<file path="src/rtl/pulse_width_encoder.sv">
// pulse_width_encoder: turns one binary value per gamma cycle into a pulse-width temporal code.
// Define PULSE_CLIP_EN to truncate late pulses at the window end instead of saturating the onset.
module pulse_width_encoder #(
   parameter int GAMMA_CYCLE_WIDTH = 16,
   parameter int PULSE_WIDTH = 8,
   parameter int VALUE_W = $clog2(GAMMA_CYCLE_WIDTH)
) (
   input  logic               aclk,
   input  logic               grst,
   input  logic               in_valid,
   input  logic [VALUE_W-1:0] in_value,
   input  logic               in_null,
   output logic               in_ready,
   output logic               y,
   output logic               gstart
);
   localparam logic [VALUE_W-1:0] LAST = VALUE_W'(GAMMA_CYCLE_WIDTH - 1);
   logic [VALUE_W-1:0] phase_q, phase_d, pend_val_q, pend_val_d, act_val_q, act_val_d, load_val;
   logic pend_full_q, pend_full_d, pend_null_q, pend_null_d, act_on_q, act_on_d, y_q, y_d;
   logic wrap, xfer;
`ifdef PULSE_CLIP_EN
   assign load_val = pend_val_q;
`else
   localparam int SAT = GAMMA_CYCLE_WIDTH - PULSE_WIDTH;
   assign load_val = int'(pend_val_q) > SAT ? VALUE_W'(SAT) : pend_val_q;
`endif
   always_comb begin
      wrap        = phase_q == LAST;
      in_ready    = !grst || !pend_full_q || wrap;
      gstart      = !grst || phase_q == '0;
      xfer        = in_valid && in_ready;
      phase_d     = wrap ? '0 : phase_q + 1'b1;
      pend_full_d = xfer || (pend_full_q && !wrap);
      pend_val_d  = xfer ? in_value : pend_val_q;
      pend_null_d = xfer ? (in_null || int'(in_value) >= GAMMA_CYCLE_WIDTH) : pend_null_q;
      act_on_d    = wrap ? (pend_full_q && !pend_null_q) : act_on_q;
      act_val_d   = wrap ? load_val : act_val_q;
      // computed from next-state so y lines up with the phase register
      y_d         = act_on_d && phase_d >= act_val_d && int'(phase_d) < int'(act_val_d) + PULSE_WIDTH;
   end
   always_ff @(posedge aclk) begin
      if (!grst) begin
         phase_q     <= '0;
         pend_full_q <= 1'b0;
         pend_val_q  <= '0;
         pend_null_q <= 1'b0;
         act_on_q    <= 1'b0;
         act_val_q   <= '0;
         y_q         <= 1'b0;
      end else begin
         phase_q     <= phase_d;
         pend_full_q <= pend_full_d;
         pend_val_q  <= pend_val_d;
         pend_null_q <= pend_null_d;
         act_on_q    <= act_on_d;
         act_val_q   <= act_val_d;
         y_q         <= y_d;
      end
   end
   assign y = y_q;
endmodule

</file>
<file path="config.mk">
export PLATFORM = sky130hd
export DESIGN_NAME = pulse_width_encoder
export DESIGN_NICKNAME = d
export VERILOG_FILES = /design/src/rtl/pulse_width_encoder.sv
export SDC_FILE = /design/constraint.sdc
export NUM_CORES = 1
export LEC_CHECK = 0
export BUFFER_PORTS_ARGS = -buffer_cell sky130_fd_sc_hd__buf_2
export CAP_MARGIN = 20
export CORE_UTILIZATION = 30
export DETAILED_ROUTE_END_ITERATION = 6
export RECOVER_POWER = 25
export SYNTH_ARGS = -nofsm -noshare
export SYNTH_HDL_FRONTEND = slang
export SYNTH_SLANG_ARGS = --single-unit
</file>
<file path="constraint.sdc">
create_clock -name aclk -period 4.3 [get_ports aclk]
set_input_delay 0.215 -clock aclk [delete_from_list [all_inputs] [get_ports aclk]]
set_output_delay 0.215 -clock aclk [all_outputs]
set_load 0.02 [all_outputs]
</file>
=== Word-level counts from Yosys, hierarchy flattened ===
Index checks and enable logic that the tools add are counted.

* Output and inout bits: 3
* Word-level logic and storage cells: 31
* Register bits after elaboration: 16
* Input port bits: 8

* Add/subtract/negate cells: 2
* Reduce and logical (&&, ||, !) cells: 14
* Mux-type cells: 4
* Equal/unequal tests: 1
* Magnitude comparators: 3

{| class="wikitable"
|+ Operators with widths
! cell !! number
|-
| 4-bit two-way mux || 3
|-
| 4-bit by 4-bit adder with 5-bit output, second input constant || 1
|-
| 1-bit logical AND || 5
|-
| 4-bit by 5-bit less-than comparator with 1-bit output || 1
|-
| 4-bit by 1-bit adder with 4-bit output, second input constant || 1
|-
| 4-bit equality test, second input constant || 1
|-
| 4-bit >= comparator || 1
|-
| 4-bit > comparator, second input constant || 1
|-
| 1-bit zero test || 4
|-
| 4-bit zero test || 1
|-
| 1-bit logical OR || 4
|-
| 1-bit two-way mux || 1
|}

=== Logic depth before layout (Yosys ltp) ===
* Depth after elaboration: 6
* Depth in mapped cells: 9

=== Worst setup path before layout ===
No wires, ideal clock.

* Path type: reg-to-reg
* From: register phase_q[0]
* To: register y_q, in the netlist y
* Path slack: 2089 ps
* Arrival time: 2073 ps
* Setup time: 139 ps
* Cell stages (with the launch flop): 10
* Cell sequence: dfxtp_1 ha_1 and3_1 buf_6 nand3b_1 nand2_1 ha_1 or3b_2 a311oi_1 a2111oi_2

* Cells in the longest elaborated chain, start to end: 5
* Elaborated cells on any way between the ends: 10

{| class="wikitable"
|+ RTL lines
! what !! line !! text
|-
| start: declaration || 18 || <nowiki>logic [VALUE_W-1:0] phase_q, phase_d, pend_val_q, pend_val_d, act_val_q, act_val_d, load_val;</nowiki>
|-
| start signal: assignment || 51 || <nowiki>phase_q <= phase_d;</nowiki>
|-
| 4-bit equality test (*) || 28 || <nowiki>wrap = phase_q == LAST;</nowiki>
|-
| 4-bit two-way mux (*) || 37 || <nowiki>act_val_d = wrap ? load_val : act_val_q;</nowiki>
|-
| net act_val_d[0] || 18 ||
|-
| 4-bit by 4-bit adder with 5-bit output / 4-bit >= comparator (equally long branches) || 39 || <nowiki>y_d = act_on_d && phase_d >= act_val_d && int'(phase_d) < int'(act_val_d) + PULSE_WIDTH;</nowiki>
|-
| 4-bit by 5-bit less-than comparator with 1-bit output / 1-bit logical AND (equally long branches) || 39 ||
|-
| 1-bit logical AND (*) || 39 ||
|-
| end signal: assignment || 57 || <nowiki>y_q <= y_d;</nowiki>
|-
| end: declaration || 19 || <nowiki>logic pend_full_q, pend_full_d, pend_null_q, pend_null_d, act_on_q, act_on_d, y_q, y_d;</nowiki>
|}

Mark *: on every way through the listed nets, which the timed path passes. The rest lies on a longest branch.
A chain may end at the register's enable or synchronous reset.

=== Worst setup path after layout ===
Same ends and word-level chain as after synthesis.

==> results.sh <==
export IMPL_status="finished clean"
export IMPL_numCtsBuffers=3
export IMPL_hold_viol=0
export IMPL_place_area_sq_um=901
export IMPL_io_buffers=10
export IMPL_synth_seq_area_share=0.383
export IMPL_fin_area_sq_um=936
export IMPL_area_growth_pct=12.0
export IMPL_insertion_delay_ns=0.30
export IMPL_required_ns=4.48
export IMPL_totalWireLength_um=1600
export IMPL_initial_core_util=0.328
export IMPL_die_w_um=54.8
export IMPL_fp_dieH_um=54.8
export IMPL_dpl_hpwl_um=1220
export IMPL_detail_route_antenna_nets=0
export IMPL_viasPerCell=5.05
export IMPL_first_global_vias=594
export IMPL_power_density_nw_per_um2=324
export IMPL_hold_class="input port to register"
export IMPL_synth_distinct_cells=26
export IMPL_dp_cells=130
export IMPL_synthTopCellsByCount="dfxtp_1 (16), a21oi_1 (10), ha_1 (8), nand2_1 (8), nand3_1 (7)"
export IMPL_wl_per_cell_um=11.9
export IMPL_cts_resized=0
export IMPL_antenna_found_initial=0
export IMPL_h_tree_depth=1
export IMPL_post_cts_buffers=0
export IMPL_drt_iter0_drc=13
export IMPL_worstMarginPinSlew_ns=0.437
export IMPL_grt_start_max_net_pins=13
export IMPL_cts_tree="built"
export IMPL_period_minus_slack_ns=2.49
export IMPL_cp_arrival_ns=2.67
export IMPL_antennaDiodeCount=0
export IMPL_synth_area_sq_um=836
export IMPL_final_cells=134
export IMPL_p_leak_uw=0.000416
export IMPL_maxCapViolCount=0
export IMPL_synth_edf_count=0
export IMPL_path_class="register to register"
export IMPL_cts_buffer_depth=2
export IMPL_cp_end_kind="register"
export IMPL_syn_num_nets=110
export IMPL_grt_pass1_wl_um=2570
export IMPL_core_sq_um=2540
export IMPL_firstDrtPassIters=4
export IMPL_fin_skew_ns=0.00623
export IMPL_gp_congestion=0.754
export IMPL_synthArstFlopShare=0
export IMPL_grt_overflow=0
export IMPL_nFillCells=271
export IMPL_drcViolationCount=0
export IMPL_yosysWarnings=0
export IMPL_post_route_period_util=0.578
export IMPL_yosysTopAreaCell="dfxtp_1"
export IMPL_hold_buffers=0
export IMPL_drv_slew=0
export IMPL_clk_pin_slew_ns=0.10
export IMPL_clkSinkCount=16
export IMPL_slew_headroom=0.700
export IMPL_io_pins=11
export IMPL_grtUsageTotal=0.123
export IMPL_setup_tns_ns=0
export IMPL_hold_slack_ns=0.191
export IMPL_synth_area_per_cell_sq_um=8.89
export IMPL_vias=677
export IMPL_synth_area_top_cells="dfxtp_1 (38%), ha_1 (12%), a21oi_1 (6.0%), o211ai_1 (4.5%), nand3_1 (4.2%)"
export IMPL_synth_top_area_share=0.383
export IMPL_synth_seq_cells=16
export IMPL_rsz0062_at_grt="no"
export IMPL_yosysMostFrequentCell="dfxtp_1"
export IMPL_max_freq_mhz=402
export IMPL_ir_drop_uv=242
export IMPL_rows=18
export IMPL_crit_fanout=9
export IMPL_synth_top_flop_cell="dfxtp_1"
export IMPL_drive_gt1_frac=0.173
export IMPL_startpoint_type="register"
export IMPL_dieArea_sq_um=3000
export IMPL_setup_viol=0
export IMPL_fin_nets=121
export IMPL_syn_inst=94
export IMPL_root_buffer="clkbuf_4"
## metrics by stage
step / worst slack, ns / util / total power (uW)
final: 1.81 / 0.368 / 304
after global routing: 1.61 / 0.368 / 321
after CTS: 1.82 / 0.368 / 307
after floorplan: 2.09 / - / 193
after detailed placement: 1.84 / 0.354 / 205
after global placement: 1.91 / 0.354 / 203
## worst paths after layout
path	from	end	slack [ns]	depth (start not counted)
min reg2reg	pend_null_q	pend_null_q	0.47	2
min	in_null	pend_null_q	0.19	3
max	phase_q[0]	y	1.81	8
max reg2reg	phase_q[0]	y	1.81	8
## placed cells by master (no fill, tap or decap)
master,count
a2111oi_2,1
a21bo_2,1
a21boi_0,1
a21oi_1,10
a311oi_1,1
and2_0,1
and2_1,1
and3_1,1
buf_2,9
clkbuf_1,1
clkbuf_4,3
clkbuf_8,1
dfxtp_1,16
ha_1,8
inv_1,6
mux2_4,1
mux2i_1,3
nand2_1,8
nand3_1,7
nand3b_1,3
nand4_1,1
nor2_1,6
nor2b_1,4
o211ai_1,5
o21ai_0,1
or2_2,1
or3b_2,1
or4_1,1
xor2_1,1
## area by class of cell
class	count	area [sq um]	share of cell area
well taps	30	37.5	0.0401
multi-input cells	68	470	0.503
inverters	6	22.5	0.0241
flip-flops and latches	16	320	0.342
clock buffers	4	36.3	0.0388
repair buffers	10	48.8	0.0521
## layer usage
| layer | track usage | part of all wire | vias to the layer above |
|---|---|---|---|
| li1 | - | - | 348 |
| met1 | 0.171 | 0.48 | 311 |
| met2 | 0.183 | 0.46 | 15 |
| met3 | 0.0167 | 0.033 | 3 |
| met4 | 0.0641 | 0.022 | 0 |
| met5 | 0 | 0 | - |
## power breakdown
| group | total, uW | internal, uW | switching [uW] |
|---|---|---|---|
| logic | 41.8 | 19.0 | 22.8 |
| registers | 159 | 154 | 5.09 |
| clock network | 103 | 51.7 | 51.1 |
| total | 304 | 225 | 79.0 |
## sequential cells by signal, indices dropped and copies added, names as in the netlist
signal and flops:
act_on_q 1, act_val_q 4, pend_full_q 1, pend_null_q 1, pend_val_q 4, phase_q 4
y 1
## worst max-delay path, cell delays in order, from the launching register on
cell and delay, ns:
dfxtp_1 0.38, ha_1 0.26, and3_1 0.42, nand3b_1 0.15, nand2_1 0.09, ha_1 0.22
or3b_2 0.43, a311oi_1 0.33, a2111oi_2 0.08
## logic make-up after synthesis
group,count (synthesis),share of synthesized area
fa+ha+maj,8,0.120
simple gates,35,0.219
xor+xnor,1,0.0105
flops,16,0.383
compound gates,20,0.160
buf+inv,10,0.0539
mux,4,0.0539
No activity file was read; power rests on OpenSTA's default activity.
